## src/rtl/sfifo_pkg.sv

```systemverilog
// Shared constants for the synchronous FIFO and its streaming reader.
package sfifo_pkg;

    localparam int unsigned FIFO_WIDTH = 8;
    localparam int unsigned FIFO_DEPTH = 16;
    localparam int unsigned FIFO_BITS  = 4;

    // Reader control states
    typedef enum logic [1:0] {
        StIdle  = 2'd0,
        StRun   = 2'd1,
        StFlush = 2'd2
    } rd_state_e;

endpackage

```

## src/rtl/sfifo_reader_if.sv

```systemverilog
// Reader-side bus: sfifo read port plus the valid/ready output stream.
interface sfifo_reader_if #(
    parameter int unsigned WIDTH = sfifo_pkg::FIFO_WIDTH
);
    logic             fifo_empty;
    logic [WIDTH-1:0] fifo_data;
    logic             fifo_read_n;
    logic             m_valid;
    logic [WIDTH-1:0] m_data;
    logic             m_ready;

    // The reader drives the read strobe and the output stream
    modport master (
        input  fifo_empty,
        input  fifo_data,
        output fifo_read_n,
        output m_valid,
        output m_data,
        input  m_ready
    );

    // FIFO and downstream consumer side
    modport slave (
        output fifo_empty,
        output fifo_data,
        input  fifo_read_n,
        input  m_valid,
        input  m_data,
        output m_ready
    );
endinterface

```

## src/rtl/sfifo_skid2.sv

```systemverilog
// Two-entry in-order skid buffer; entry 0 is always the head.
module sfifo_skid2 #(
    parameter int unsigned WIDTH = 8
) (
    input  logic             clock,
    input  logic             reset,
    input  logic             clear_i,
    input  logic             push_i,
    input  logic [WIDTH-1:0] push_data_i,
    input  logic             pop_i,
    output logic [1:0]       occ_o,
    output logic [WIDTH-1:0] head_o
);
    logic [WIDTH-1:0] e0_q, e0_d, e1_q, e1_d;
    logic [1:0]       occ_q, occ_d;

    // Next-state for entries and occupancy; clear wins over push/pop
    always_comb begin
        e0_d  = e0_q;
        e1_d  = e1_q;
        occ_d = occ_q;
        if (clear_i) begin
            occ_d = 2'd0;
        end else begin
            case (occ_q)
                2'd0: begin
                    if (push_i) begin
                        e0_d  = push_data_i;
                        occ_d = 2'd1;
                    end
                end
                2'd1: begin
                    if (push_i && pop_i) begin
                        e0_d = push_data_i;
                    end else if (pop_i) begin
                        occ_d = 2'd0;
                    end else if (push_i) begin
                        e1_d  = push_data_i;
                        occ_d = 2'd2;
                    end
                end
                2'd2: begin
                    // A push while full is only legal alongside a pop
                    if (pop_i) begin
                        e0_d = e1_q;
                        if (push_i) e1_d = push_data_i;
                        else        occ_d = 2'd1;
                    end
                end
                default: occ_d = 2'd0;
            endcase
        end
    end

    // Entry and occupancy registers
    always_ff @(posedge clock) begin
        if (reset) begin
            e0_q  <= '0;
            e1_q  <= '0;
            occ_q <= 2'd0;
        end else begin
            e0_q  <= e0_d;
            e1_q  <= e1_d;
            occ_q <= occ_d;
        end
    end

    assign occ_o  = occ_q;
    assign head_o = e0_q;

endmodule

```

## src/rtl/sfifo_reader.sv

```systemverilog
// Pulls words out of an sfifo and presents them as a valid/ready stream.
module sfifo_reader
    import sfifo_pkg::*;
#(
    parameter int unsigned FIFO_WIDTH = sfifo_pkg::FIFO_WIDTH,
    parameter int unsigned CNT_WIDTH  = 16
) (
    input  logic                 clock,
    input  logic                 reset,
    input  logic                 enable,
    input  logic                 flush,
    sfifo_reader_if.master       bus,
    output logic                 busy,
    output logic [CNT_WIDTH-1:0] words_sent
);
    rd_state_e             state_q, state_d;
    logic                  inflight_q;
    logic [CNT_WIDTH-1:0]  words_q;
    logic [1:0]            occ;
    logic [FIFO_WIDTH-1:0] head;
    logic                  pop, rd_issue, push, clear;
    logic [2:0]            need;

    // Next state, read issue and stream outputs
    always_comb begin
        state_d = state_q;
        unique case (state_q)
            StIdle: begin
                if (flush)       state_d = StFlush;
                else if (enable) state_d = StRun;
            end
            StRun: begin
                if (flush)        state_d = StFlush;
                else if (!enable) state_d = StIdle;
            end
            StFlush: begin
                if (bus.fifo_empty && !inflight_q) state_d = StIdle;
            end
            default: state_d = StIdle;
        endcase

        bus.m_valid = (occ != 2'd0) && (state_q != StFlush);
        pop         = bus.m_valid && bus.m_ready;
        // Slots that would be taken after this cycle if no new read goes out
        need        = {1'b0, occ} + {2'b00, inflight_q} - {2'b00, pop};
        rd_issue    = !reset && !bus.fifo_empty &&
                      ((state_q == StRun && enable && need < 3'd2) || state_q == StFlush);
        // Entering FLUSH empties the buffer and drops the word arriving now
        clear       = (state_d == StFlush) && (state_q != StFlush);
        push        = inflight_q && (state_q != StFlush) && (state_d != StFlush);

        bus.fifo_read_n = !rd_issue;
        bus.m_data      = head;
        busy            = (state_q != StIdle) || (occ != 2'd0) || inflight_q;
    end

    // State, in-flight flag and handshake counter
    always_ff @(posedge clock) begin
        if (reset) begin
            state_q    <= StIdle;
            inflight_q <= 1'b0;
            words_q    <= '0;
        end else begin
            state_q    <= state_d;
            inflight_q <= rd_issue;
            words_q    <= words_q + CNT_WIDTH'(pop);
        end
    end

    assign words_sent = words_q;

    sfifo_skid2 #(
        .WIDTH (FIFO_WIDTH)
    ) u_skid (
        .clock       (clock),
        .reset       (reset),
        .clear_i     (clear),
        .push_i      (push),
        .push_data_i (bus.fifo_data),
        .pop_i       (pop),
        .occ_o       (occ),
        .head_o      (head)
    );

endmodule
```

## src/flat_wrapper.sv

```systemverilog
// flat-port wrapper written by rule: the top's interface ports become plain ports
module sfifo_reader_flat import sfifo_pkg::*;
#(
    parameter int unsigned FIFO_WIDTH = sfifo_pkg::FIFO_WIDTH,
    parameter int unsigned CNT_WIDTH  = 16
)
  (clock, reset, enable, flush, busy, words_sent, bus_fifo_empty, bus_fifo_data, bus_fifo_read_n, bus_m_valid, bus_m_data, bus_m_ready);
  sfifo_reader_if bus_i ();
  input  logic clock;
  input  logic reset;
  input  logic enable;
  input  logic flush;
  output logic busy;
  output logic [CNT_WIDTH-1:0] words_sent;
  input wire logic [$bits(bus_i.fifo_empty)-1:0] bus_fifo_empty;
  input wire logic [$bits(bus_i.fifo_data)-1:0] bus_fifo_data;
  output wire logic [$bits(bus_i.fifo_read_n)-1:0] bus_fifo_read_n;
  output wire logic [$bits(bus_i.m_valid)-1:0] bus_m_valid;
  output wire logic [$bits(bus_i.m_data)-1:0] bus_m_data;
  input wire logic [$bits(bus_i.m_ready)-1:0] bus_m_ready;
  assign bus_i.fifo_empty = bus_fifo_empty;
  assign bus_i.fifo_data = bus_fifo_data;
  assign bus_fifo_read_n = bus_i.fifo_read_n;
  assign bus_m_valid = bus_i.m_valid;
  assign bus_m_data = bus_i.m_data;
  assign bus_i.m_ready = bus_m_ready;
  sfifo_reader #(.FIFO_WIDTH(FIFO_WIDTH), .CNT_WIDTH(CNT_WIDTH)) u_core (.clock(clock), .reset(reset), .enable(enable), .flush(flush), .bus(bus_i), .busy(busy), .words_sent(words_sent));
endmodule
```

## config.mk

```make
export PLATFORM = sky130hd
export DESIGN_NAME = sfifo_reader_flat
export DESIGN_NICKNAME = d
export VERILOG_FILES = /design/src/rtl/sfifo_pkg.sv /design/src/rtl/sfifo_reader_if.sv /design/src/rtl/sfifo_skid2.sv /design/src/rtl/sfifo_reader.sv /design/src/flat_wrapper.sv
export SDC_FILE = /design/constraint.sdc
export NUM_CORES = 1
export LEC_CHECK = 0
export ABC_CLOCK_PERIOD_IN_PS = 7700
export CORE_ASPECT_RATIO = 0.8
export CORE_MARGIN = 2
export CORE_UTILIZATION = 35
export CTS_CLUSTER_DIAMETER = 40
export DETAILED_ROUTE_END_ITERATION = 12
export DONT_BUFFER_PORTS = 1
export MAX_ROUTING_LAYER = met4
export PLACE_DENSITY = 0.49
export SLEW_MARGIN = 10
export SYNTH_ARGS = -nofsm -noshare
export SYNTH_HDL_FRONTEND = slang
export SYNTH_SLANG_ARGS = --single-unit
```

## constraint.sdc

```tcl
create_clock -name clock -period 7.7 [get_ports clock]
set_input_delay 1.54 -clock clock [delete_from_list [all_inputs] [get_ports clock]]
set_output_delay 1.54 -clock clock [all_outputs]
set_load 0.1 [all_outputs]
```

==> flow_metrics.tcl <==
set metrics [dict create \
    timing.final.setup_violations 0 \
    synth_top_area_share_pct 40.6 \
    worst_setup_path_end_kind "primary output" \
    num_io_pins 41 \
    power.ir.vdd_worst_v 0.0000919 \
    syn-cell-area_sq_mm 0.00182 \
    insertion_delay_ns 0.28 \
    worstPathArrival_ns 3.62 \
    drcViolationCount 0 \
    grt_first_pass_wirelength_mm 6.11 \
    finalHoldWorstSlack_ns 0.502 \
    rows 23 \
    ant_nets 0 \
    slew_headroom_pct 24.2 \
    worstSetupStartpointType "input port" \
    totalWireLength_mm 3.67 \
    required_ns 6.16 \
    worst_hold_path.num_cells 2 \
    synth.distinct_cells 40 \
    worst-r2r-setup-slack_ns 5.26 \
    synth_simple_gate_area_share_pct 22.6 \
    post_cts_resize_count 0 \
    place.gp.congestion 0.746 \
    post_synthesis_mux_area_share_pct 10.0 \
    crit_path_max_fanout 8 \
    layout_worst_path_cycle_share_pct 67.0 \
    min_delay_worst_endpoint "u_core.u_skid.e1_q[5]$_SDFFE_PP0P_" \
    clock-root-buffer "sky130_fd_sc_hd__clkbuf_8" \
    floorplan.core_area_sq_mm 0.00501 \
    port-buffer-count 0 \
    synth-compound-area-share_pct 11.7 \
    synthAdderAreaFrac_pct 3.16 \
    post_cts.repair.setup_buffers 0 \
    route.detailed.wl_per_inst_um 14.4 \
    area_growth_pct 4.87 \
    xor_xnor_share_of_the_synthesized_area_pct 5.77 \
    worstHoldStart "u_core.u_skid.e1_q[5]$_SDFFE_PP0P_" \
    synth_top_cells_by_area "sky130_fd_sc_hd__dfxtp_1 (41%), sky130_fd_sc_hd__mux2i_1 (8.8%), sky130_fd_sc_hd__xnor2_1 (4.8%)" \
    finalHoldViolCount 0 \
    drv_cap 0 \
    synth_fp_nets 213 \
    antenna_found_initial 0 \
    cts_max_level 2 \
    chipWidth_um 84.7 \
    r2r-start "u_core.words_sent[0]$_SDFF_PP0_" \
    vias_per_cell 5.26 \
    synth_top_family_by_area "simple AND/OR/NAND/NOR gates" \
    detail_route.iter0.violations 46 \
    estimated_wirelength_of_the_detail_placed_design_mm 2.67 \
    floorplan.initialDensity_pct 36.4 \
    cts_made_buffers 5 \
    grt_overflow_total 0 \
    clock_skew_after_layout_ns 0.00800 \
    finish.net_count 210 \
    grt_max_degree 38 \
    share_of_post_route_cells_with_drive_strength_above_1_pct 9.38 \
    clock.fmax_ghz 0.194 \
    synth_seq_cells 37 \
    unrepaired_setup_endpoints_after_global_routing "false" \
    clock_tree.buffer_depth 2 \
    grt.total_usage_pct 13.9 \
    via_count 1335 \
    post_synth.cell_area_avg_sq_um 9.35 \
    tritoncts_clock_tree "built" \
    dieArea_sq_mm 0.00581 \
    worstMarginPinSlew_ns 1.14 \
    holdCritPathClass "reg -> reg" \
    floorplan.die.height_um 68.6 \
    synth-seq-area-share_pct 40.6 \
    worst_r2r_path_depth 6 \
    totalNegativeSetupSlack_ns 0 \
    period_minus_slack_ns 5.16 \
    yosysWarnings 0 \
    yosysTopAreaCell "sky130_fd_sc_hd__dfxtp_1" \
    synthesis.instances 195 \
    outcome "complete, no violations" \
    clock-sinks 37 \
    power_leakage_nw 0.736 \
    insertedDiodeCount 0 \
    critPathKind "in -> out" \
    power.density_cell_area_mw_per_mm2 198 \
    post_cts_clock_slew_at_the_launch_and_capture_registers_of_the_worst_setup_and_hold_paths_ns 0.07 \
    final-max-slew-violation-count 0 \
    detailedRoute.firstPassIterationCount 4 \
    cts_hold_repair.buffers 0 \
    grt_pass1_vias 1297 \
    rr_endpoint "u_core.words_sent[14]$_SDFF_PP0_" \
]
## through the flow
step	worst slack, ns	utilization [%]	area [sq um]	std cells	power, W
floorplan	2.66	-	1820	195	0.000227
global placement	2.62	36.1	1810	247	0.000224
detailed placement	2.55	36.1	1810	247	0.000225
CTS	2.53	38.2	1910	254	0.000384
global route	2.43	38.2	1910	254	0.000396
finish	2.54	38.2	1910	254	0.000379
## cell usage after synthesis
| cell type | count |
|---|---|
| sky130_fd_sc_hd__a21o_1 | 1 |
| sky130_fd_sc_hd__a21oi_1 | 14 |
| sky130_fd_sc_hd__a31o_2 | 1 |
| sky130_fd_sc_hd__a31oi_4 | 1 |
| sky130_fd_sc_hd__a41oi_1 | 1 |
| sky130_fd_sc_hd__and2_1 | 1 |
| sky130_fd_sc_hd__and3_2 | 1 |
| sky130_fd_sc_hd__and3b_4 | 1 |
| sky130_fd_sc_hd__buf_4 | 1 |
| sky130_fd_sc_hd__buf_6 | 5 |
| sky130_fd_sc_hd__clkbuf_1 | 2 |
| sky130_fd_sc_hd__clkbuf_4 | 1 |
| sky130_fd_sc_hd__clkbuf_8 | 1 |
| sky130_fd_sc_hd__dfxtp_1 | 37 |
| sky130_fd_sc_hd__fa_1 | 1 |
| sky130_fd_sc_hd__ha_1 | 3 |
| sky130_fd_sc_hd__inv_1 | 5 |
| sky130_fd_sc_hd__mux2_2 | 2 |
| sky130_fd_sc_hd__mux2i_1 | 16 |
| sky130_fd_sc_hd__nand2_1 | 7 |
| sky130_fd_sc_hd__nand2_2 | 1 |
| sky130_fd_sc_hd__nand2b_1 | 4 |
| sky130_fd_sc_hd__nand3_1 | 6 |
| sky130_fd_sc_hd__nand4_1 | 2 |
| sky130_fd_sc_hd__nand4_2 | 1 |
| sky130_fd_sc_hd__nor2_1 | 23 |
| sky130_fd_sc_hd__nor2b_1 | 7 |
| sky130_fd_sc_hd__nor3_1 | 5 |
| sky130_fd_sc_hd__nor3b_1 | 2 |
| sky130_fd_sc_hd__nor4_1 | 3 |
| sky130_fd_sc_hd__o2111ai_4 | 1 |
| sky130_fd_sc_hd__o211ai_1 | 1 |
| sky130_fd_sc_hd__o21a_1 | 1 |
| sky130_fd_sc_hd__o21ai_0 | 11 |
| sky130_fd_sc_hd__or2_2 | 1 |
| sky130_fd_sc_hd__or2b_2 | 1 |
| sky130_fd_sc_hd__or3_1 | 10 |
| sky130_fd_sc_hd__or4_1 | 1 |
| sky130_fd_sc_hd__xnor2_1 | 10 |
| sky130_fd_sc_hd__xor2_1 | 2 |
## worst max-delay path by stage
stage | start | to | slack, ns
2_1_floorplan | bus_m_ready | bus_fifo_read_n | 2.66
3_3_place_gp | bus_m_ready | bus_fifo_read_n | 2.62
3_5_place_dp | bus_m_ready | bus_fifo_read_n | 2.55
4_1_cts | bus_m_ready | bus_fifo_read_n | 2.53
5_1_grt | bus_m_ready | bus_fifo_read_n | 2.43
6_report | bus_m_ready | bus_fifo_read_n | 2.54
## cell usage in the layout (no fill, tap or decap), drive strengths merged, types with 4 or more instances in the layout
cell type | netlist | layout
xnor2 | 10 | 10
inv | 5 | 5
a21oi | 14 | 14
nand2 | 8 | 8
nor2 | 23 | 23
clkbuf | 4 | 5
nor3 | 5 | 5
nand3 | 6 | 6
or3 | 10 | 10
nand2b | 4 | 4
mux2i | 16 | 16
o21ai | 11 | 11
dfxtp | 37 | 37
nor2b | 7 | 7
## flip-flops by register name (all words and copies together) (netlist names)
signal,flops
u_core.inflight_q,1
u_core.state_q,2
u_core.u_skid.e1_q,8
u_core.u_skid.head_o,8
u_core.u_skid.occ_o,2
u_core.words_sent,16
## logic make-up after synthesis
kind of cell | Yosys count
and+or+nand+nor | 77
DFF | 37
AOI/OAI and AO/OA | 32
muxes | 18
buffers and inverters | 15
xor gates and xnor gates | 12
adders and majority gates | 4
## report_power, final
| group | total [W] | internal (W) | switching, W |
|---|---|---|---|
| Clock | 0.000159 | 0.0000941 | 0.0000650 |
| Sequential | 0.000200 | 0.000193 | 0.00000680 |
| Combinational | 0.0000204 | 0.00000561 | 0.0000148 |
## area by class of cell
type,instances,area [sq um]
Fill cell,529,3100
Multi-Input combinational cell,143,971
Sequential cell,37,741
Tap cell,62,77.6
Clock buffer,5,68.8
Clock inverter,2,35.0
Inverter,5,18.8
## per-layer routing
| layer | routed length, um | global-route usage, % | part of all wire, % | vias up |
|---|---|---|---|---|
| met2 | 1740 | 23.1 | 47 | 28 |
| met3 | 200 | 4.64 | 5.5 | 7 |
| li1 | - | - | - | 670 |
| met4 | 56 | 5.95 | 1.5 | 0 |
| met5 | 0 | - | 0 | - |
| met1 | 1670 | 15.8 | 46 | 630 |
## critical path: stages
cell and delay (ns):
sky130_fd_sc_hd__and3_2 0.17, sky130_fd_sc_hd__ha_1 0.27, sky130_fd_sc_hd__nand2b_1 0.16, sky130_fd_sc_hd__fa_1 0.41, sky130_fd_sc_hd__xnor2_1 0.14, sky130_fd_sc_hd__a41oi_1 0.23, sky130_fd_sc_hd__nor3_1 0.08, sky130_fd_sc_hd__inv_1 0.61
No activity file was read; power rests on OpenSTA's default activity.
